--- src/rtl/sort_stat_engine.sv ---
// Purpose: collects a frame of n unsigned samples, then streams sum, min, max and the sorted samples.
// Latency: first out_valid one cycle after the edge accepting the n-th sample; n+3 output cycles.
// Backpressure: none; in_valid is dropped while outputting, and a bad frame length pulses err.
module sort_stat_engine #(
    parameter int DATA_W = 8,
    parameter int MAX_N  = 8,
    parameter int SUM_W  = DATA_W + 4
) (
    input  logic              clk,
    input  logic              rst,
    input  logic              in_valid,
    input  logic [3:0]        data_num,
    input  logic              desc,
    input  logic [DATA_W-1:0] data_in,
    output logic              busy,
    output logic              out_valid,
    output logic [SUM_W-1:0]  result,
    output logic              err
);

    typedef enum logic [2:0] {
        IDLE,
        COLLECT,
        OUT_SUM,
        OUT_MIN,
        OUT_MAX,
        OUT_DATA
    } state_t;

    state_t state, state_nxt;

    logic [3:0]        n_q, cnt_q, idx_q, idx_nxt, cnt_eff;
    logic              desc_q;
    logic [SUM_W-1:0]  sum_q, sum_add, result_nxt;
    logic [DATA_W-1:0] sbuf [MAX_N];
    logic [DATA_W-1:0] nbuf [MAX_N];
    logic [MAX_N-1:0]  keep;
    logic [DATA_W-1:0] first_val, last_val, sel_val, min_val, max_val;
    logic              start, accept, err_nxt;

    // A frame start always inserts into an empty buffer, whatever the previous frame left behind.
    assign cnt_eff = start ? 4'd0 : cnt_q;
    assign sum_add = (start ? {SUM_W{1'b0}} : sum_q) + SUM_W'(data_in);

    // Single-cycle sorted insertion: slots whose value belongs before the new sample stay put
    // (equal values count as "before", which keeps insertion stable), the first other slot
    // takes the new sample, and everything behind it shifts one place.
    always_comb begin
        keep = '0;
        for (int i = 0; i < MAX_N; i++) begin
            keep[i] = (4'(i) < cnt_eff) &&
                      (desc_q ? (sbuf[i] >= data_in) : (sbuf[i] <= data_in));
        end
        nbuf[0] = keep[0] ? sbuf[0] : data_in;
        for (int i = 1; i < MAX_N; i++) begin
            nbuf[i] = keep[i] ? sbuf[i] : (keep[i-1] ? data_in : sbuf[i-1]);
        end
    end

    // Read muxes for the buffer ends (min/max) and the element being streamed out.
    always_comb begin
        first_val = sbuf[0];
        last_val  = sbuf[0];
        sel_val   = sbuf[0];
        for (int i = 0; i < MAX_N; i++) begin
            if (4'(i) == (n_q - 4'd1)) last_val = sbuf[i];
            if (4'(i) == idx_q)        sel_val  = sbuf[i];
        end
        min_val = desc_q ? last_val : first_val;
        max_val = desc_q ? first_val : last_val;
    end

    // Next-state logic; result_nxt is the value shown while in state_nxt, so result is registered.
    always_comb begin
        state_nxt  = state;
        start      = 1'b0;
        accept     = 1'b0;
        err_nxt    = 1'b0;
        result_nxt = result;
        idx_nxt    = idx_q;
        case (state)
            IDLE: begin
                if (in_valid) begin
                    if (data_num >= 4'd2 && data_num <= 4'(MAX_N)) begin
                        start     = 1'b1;
                        accept    = 1'b1;
                        state_nxt = COLLECT;
                    end else if (data_num == 4'd1) begin
                        start      = 1'b1;
                        accept     = 1'b1;
                        state_nxt  = OUT_SUM;
                        result_nxt = sum_add;
                    end else begin
                        err_nxt = 1'b1;
                    end
                end
            end
            COLLECT: begin
                if (in_valid) begin
                    accept = 1'b1;
                    if (cnt_q + 4'd1 == n_q) begin
                        state_nxt  = OUT_SUM;
                        result_nxt = sum_add;
                    end
                end
            end
            OUT_SUM: begin
                state_nxt  = OUT_MIN;
                result_nxt = SUM_W'(min_val);
            end
            OUT_MIN: begin
                state_nxt  = OUT_MAX;
                result_nxt = SUM_W'(max_val);
            end
            OUT_MAX: begin
                state_nxt  = OUT_DATA;
                result_nxt = SUM_W'(first_val);
                idx_nxt    = 4'd1;
            end
            OUT_DATA: begin
                // idx_q counts elements already shown
                if (idx_q == n_q) begin
                    state_nxt = IDLE;
                end else begin
                    result_nxt = SUM_W'(sel_val);
                    idx_nxt    = idx_q + 4'd1;
                end
            end
            default: state_nxt = IDLE;
        endcase
    end

    // State register.
    always_ff @(posedge clk) begin
        if (rst) state <= IDLE;
        else     state <= state_nxt;
    end

    // Frame bookkeeping, accumulated sum and registered outputs.
    always_ff @(posedge clk) begin
        if (rst) begin
            n_q    <= '0;
            cnt_q  <= '0;
            idx_q  <= '0;
            desc_q <= 1'b0;
            sum_q  <= '0;
            result <= '0;
            err    <= 1'b0;
        end else begin
            err    <= err_nxt;
            result <= result_nxt;
            idx_q  <= idx_nxt;
            if (start) begin
                n_q    <= data_num;
                desc_q <= desc;
            end
            if (accept) begin
                sum_q <= sum_add;
                cnt_q <= cnt_eff + 4'd1;
            end
        end
    end

    // Sorted sample storage; contents are only meaningful below cnt_q, so no reset.
    always_ff @(posedge clk) begin
        if (accept) sbuf <= nbuf;
    end

    assign busy      = (state != IDLE);
    assign out_valid = state inside {OUT_SUM, OUT_MIN, OUT_MAX, OUT_DATA};

endmodule

--- config.mk ---
export PLATFORM = sky130hd
export DESIGN_NAME = sort_stat_engine
export DESIGN_NICKNAME = d
export VERILOG_FILES = /design/src/rtl/sort_stat_engine.sv
export SDC_FILE = /design/constraint.sdc
export NUM_CORES = 1
export LEC_CHECK = 0
export BUFFER_PORTS_ARGS = -buffer_cell sky130_fd_sc_hd__buf_2
export CAP_MARGIN = 5
export CELL_PAD_IN_SITES_DETAIL_PLACEMENT = 1
export CELL_PAD_IN_SITES_GLOBAL_PLACEMENT = 1
export CORE_ASPECT_RATIO = 1.2
export CORE_UTILIZATION = 40
export DETAILED_ROUTE_END_ITERATION = 8
export PLACE_DENSITY = 0.69
export SYNTH_ARGS = -nofsm -noshare
export SYNTH_HDL_FRONTEND = slang
export SYNTH_SLANG_ARGS = --single-unit
export TNS_END_PERCENT = 1
--- constraint.sdc ---
create_clock -name clk -period 10.7 [get_ports clk]
set_input_delay 3.21 -clock clk [delete_from_list [all_inputs] [get_ports clk]]
set_output_delay 3.21 -clock clk [all_outputs]
set_load 0.02 [all_outputs]
Word-level counts from Yosys, hierarchy flattened
Index checks and enable logic that the tools add are counted.

operators by class
  add/subtract/negate cells = 5
  magnitude comparators = 26
  eq/ne operators = 30
  muxes and demuxes = 56
  bitwise gates (word level) = 10
  reductions and logical operators = 26

operator list
  cell                 number
  $mux 8               23
  $mux 12              7
  $pmux 12 s6          1
  $ge 8x8->1           8
  $le 8x8->1           8
  $eq 3x4->1 const A   8
  $mux 3               6
  $pmux 3 s6           1
  $reduce_and 2->1     9
  $eq 2x4->1 const A   4
  $lt 3x4->1 const A   4
  $mux 1               14
  $ne 2x2->1 const B   7
  $add 12x8->12        1
  $add 4x1->4 const B  3
  $not 1->1            10
  $logic_and 1x1->1    9
  $eq 1x4->1 const A   2
  $eq 4x4->1           2
  $lt 1x4->1 const A   2
  $lt 2x4->1 const A   2
  $mux 4               2
  $pmux 4 s2           1
  $reduce_and 7->1     1
  other kinds (16)     18

storage, ports and cells
  register bits after elaboration = 105
  input bits = 16

Logic depth before layout (Yosys ltp)
  depth after elaboration = 11
  mapped depth = 15
  gate-level depth less buffers = 12

Least setup slack after synthesis
No wires, ideal clock.

  path type = input-to-reg
  from = in data_num[0]
  to = reg result[6]
  setup time = 92 ps
  arrival = 5972 ps
  data required time = 10608 ps
  setup slack = 4636 ps
  stages on the path = 13
  path buffers = 2
  cell sequence = or4_1 nand3_1 buf_4 clkbuf_1 and2_1 ha_1 inv_1 fa_1 nor2b_1 o31a_1 o31ai_1 or4_1 o32ai_1

between the ends
  word-level cells in the longest chain between the ends = 11

ends and longest elaborated chain
  what                                         RTL line  RTL
  start, declared                              12        input logic [3:0] data_num,
  $ge 4x2->1, or another cell as far along     84        if (data_num >= 4'd2 && data_num <= 4'(MAX_N)) begin
  $logic_and 1x1->1 or $mux 1 (tied branches)  84, 88
  $mux 1                                       84
  $mux 1                                       83        if (in_valid) begin
  $mux 1                                       81        case (state)
  $mux 12                                      43        assign sum_add = (start ? {SUM_W{1'b0}} : sum_q) + SUM_W'(data_in);
  $add 12x8->12                                43
  $mux 12                                      88        end else if (data_num == 4'd1) begin
  $mux 12                                      84
  $mux 12                                      83
  $pmux 12 s6                                  81
  end signal, assigned                         151       result <= result_nxt;
  end, declared                                17        output logic [SUM_W-1:0] result,

Several ways; a longest one is shown, not always the timed one. The select of a mux whose other input is x is not followed.
A chain may end at the register's enable or synchronous reset.

Worst setup path in the final report
Same ends and word-level chain as after synthesis.

==> results.rst <==
.. list-table::
   :header-rows: 1

   * - Metric
     - Value
   * - Chip width
     - between 100 and 150 um
   * - Maximum number of pins on one net before global-route repair
     - 36
   * - Fin util
     - 0.4434
   * - Worst-path clk slew
     - 80 ps
   * - Worst setup skew after layout
     - 13.02 ps
   * - Vias per cell
     - approximately 6.3
   * - Setup Total Neg Slack
     - 0 ps
   * - Insertion delay to the later sink of the worst-skew pair
     - 360 ps
   * - Remaining number of nets flagged by the antenna check after routing
     - 0
   * - Peak supply drop
     - roughly 0.076 mV
   * - Share of the cycle needed by the critical path after routing
     - 0.5639
   * - Global routing usage on met2
     - 0.4736
   * - Post-synthesis area per instance
     - just over 9 um2
   * - Max transition margin
     - 0.1578
   * - Result of the run
     - complete, no violations
   * - Area growth from synthesis to layout
     - 7.526%
   * - Static leakage
     - between 0.003 and 0.004 uW
   * - Fin nets
     - 1014
   * - Total routing usage reported by global routing
     - 0.2870
   * - Height of the die
     - between 150 and 200 um
   * - Sequential cell area fraction in the yosys report
     - 0.3260
   * - Count of maximum capacitance violations
     - 0
   * - Most frequent cell after synthesis
     - nand2_1
   * - Power density of the placed cells
     - 132.3 nW/um2
   * - Primary flip-flop cell chosen by synthesis mapping
     - edfxtp_1
   * - Post-cts gate resize count
     - 0
   * - Clock tree from TritonCTS
     - built
   * - Share of cells above drive strength 1
     - 0.1408
   * - CTS root buf
     - clkbuf_16
   * - Number of global-route vias before repair
     - around 7.5k
   * - First-pass GRT wire length
     - between 40000 and 50000 um
   * - Area of the die
     - around 22000 um2
   * - Number of cell rows
     - 57
   * - Hold crit path type
     - reg -> reg
   * - TritonCTS buffer count
     - 9
   * - Number of synthesized flops with an enable pin
     - 64
   * - Worst path required time
     - roughly 11000 ps
   * - Ranking of synthesized cells by area
     - edfxtp_1 23%, ha_1 12%, dfxtp_1 9.8%
   * - Fin crit period
     - 6034 ps
   * - Worst reg-to-reg setup slack
     - roughly 7100 ps
   * - Number of detailed-routing iterations run before antenna repair
     - 5
   * - Clock sink count
     - ~110
   * - Area of the core
     - 20400 um2
   * - Source of the worst hold timing path
     - sum_q[6]
   * - Violation count after the first detailed-routing iteration
     - ~560
   * - Number of nets in the synthesized netlist
     - 1018
   * - Number of H-tree branching levels
     - 3
   * - Max Clk Rate
     - around 170 MHz
   * - Setup repair after global routing missed its margin
     - no
   * - Ant diodes
     - 0
   * - Number of warning messages in the yosys log
     - 0
   * - End of the worst register-to-register path
     - sbuf[26]
   * - Data arrival at the endpoint of the critical path
     - roughly 6300 ps
   * - CP endpoint kind
     - flip-flop
   * - Clock tree buffer depth
     - 2
   * - M1 GR Usage
     - 0.3801
   * - Number of antenna violations at the first check in global routing
     - 0
   * - Critical path destination
     - result[6]
   * - Routed via count
     - about 7.5k
   * - List of most frequent post-synthesis cells
     - 82 x nand2_1, 79 x ha_1, 73 x a21oi_1, 64 x edfxtp_1, 57 x o21ai_0
   * - Grt peak-use layer
     - met2
   * - Count of mapped cells out of synthesis
     - approximately 920
   * - Launching element of the worst setup path
     - data_num[0]
   * - Slew at the pin closest to its max-slew limit
     - approximately 1200 ps
   * - Post-route DRC
     - 0
   * - Number of buffers inserted by hold repair at cts
     - 0
   * - Share of synthesized registers carrying an async set or reset
     - 0
   * - Buffers inserted during post-CTS setup optimization
     - 0
   * - Launching element type of the critical path
     - input port
   * - Met3 usage in global routing
     - 0.04135
   * - Maximum net fanout on the critical path
     - 29
   * - GRT overflow
     - 0
   * - FF-to-FF Start
     - state[0]
   * - Cell type with the highest aggregate area in the netlist
     - edfxtp_1
   * - Final weighted congestion in routability-driven placement
     - about 0.9
   * - Number of buffers inserted by port buffering
     - 30
   * - Average detailed-routed wire length per instance
     - ~25 um
   * - Flip-flop and latch count after synthesis
     - around 110
   * - Slew Viols, Final
     - 0
   * - Setup Crit Path Kind
     - in -> reg
   * - Effective utilization at floorplan
     - 0.4124
   * - Combined area of all synthesized cells
     - around 8400 um2
   * - Finish-stage setup viols
     - 0
   * - HPWL after DPL
     - 21520 um
   * - Final Hold Vio Count
     - 0
   * - Proportion of netlist area held by the largest area contributor
     - 0.2285
   * - Total wirelength of the detailed-routed design
     - between 20000 and 30000 um
   * - Path depth of the worst reg2reg path
     - 11
   * - Top-level I/O count
     - 31
   * - Library cells used by synthesis
     - 80
[routing by layer]
| layer | vias up | wire [um] |
|---|---|---|
| met5 | - | 0 |
| met2 | 198 | 14190 |
| met4 | 0 | 936 |
| met3 | 51 | 1422 |
| li1 | 3493 | - |
| met1 | 3772 | 13190 |
[flip-flops by register name, indices dropped and copies added (netlist names)]
| name | count |
|---|---|
| sbuf | 56 |
| result | 12 |
| sum_q | 12 |
| first_val | 8 |
| cnt_q | 4 |
| idx_q | 4 |
| n_q | 4 |
| state | 3 |
| desc_q | 1 |
| err | 1 |
[placed cells by master, fill, tap and decap left out, drive strengths merged, types with 5 or more instances in the layout]
cell and instances:
nand4 9, ha 79, mux2 57, nor3 19
nand3b 5, xor2 11, o311ai 6, o211ai 9
nand3 20, a22oi 9, nor2 52, a31oi 23
nand2 83, a32o 7, inv 42, o221ai 21
clkbuf 12, buf 40, o21ai 59, edfxtp 64
nor2b 18, or3 11, dfxtp 41, nand2b 14
xnor2 11, a211oi 12, a21o 10, and2 13
a21oi 73, mux2i 10
[cells by family (layout without fill, tap and decap cells)]
| logic type | Yosys count | after routing | synth area share |
|---|---|---|---|
| AO/OA/AOI/OAI | 284 | 284 | 0.2343 |
| XOR/XNOR | 22 | 22 | 0.02291 |
| adder cells (fa/ha/maj) | 80 | 80 | 0.1199 |
| buffers and inverters | 95 | 96 | 0.04730 |
| flip-flops | 105 | 105 | 0.3260 |
| multiplexers | 67 | 67 | 0.08820 |
| AND/OR/NAND/NOR | 269 | 269 | 0.1614 |
[metrics by stage]
step | cells | instance area (um2) | setup slack, ps | power (uW) | hold WS, ps
finish | 1188 | 9045 | 4666 | 1196 | 456.5
global route | 1188 | 9045 | 4383 | 1253 | 474.9
CTS | 1188 | 9045 | 4693 | 1200 | 458.3
detailed placement | 1172 | 8721 | 4318 | 842.3 | 446.8
global placement | 1172 | 8721 | 4375 | 833.8 | 440.2
floorplan | 922 | 8412 | 4636 | 731.2 | 427.3
[worst min-delay path by stage]
stage | slack (ps) | endpoint | depth (start not counted)
floorplan | 430 | sum_q[0] | 2
global placement | 440 | sum_q[2] | 2
detailed placement | 450 | sum_q[6] | 2
CTS | 460 | sum_q[6] | 2
global route | 470 | result[9] | 2
finish | 460 | sum_q[6] | 2
[area by class of cell]
type	instances	area [um2]
Inverter	40	150.1
Timing Repair Buffer	40	225.2
Tap cell	265	331.6
Clock buffer	12	289.0
Clock inverter	4	35.03
Multi-Input combinational cell	722	5271
Sequential cell	105	2743
Fill cell	2407	11350
[critical path: stages]
cell	delay (ps)
buf_2	120
or4_1	550
nand3_1	100
buf_4	310
and2_1	180
ha_1	160
inv_1	60
fa_1	400
nor2b_1	260
o31a_1	240
o31ai_1	90
or4_1	480
o32ai_1	120
[power breakdown]
| part | switching, uW | internal (uW) |
|---|---|---|
| combinational | 187 | 119 |
| sequential | 53.4 | 478 |
| clock | 163 | 196 |
| total | 403 | 793 |
No activity file was read; power rests on OpenSTA's default activity.
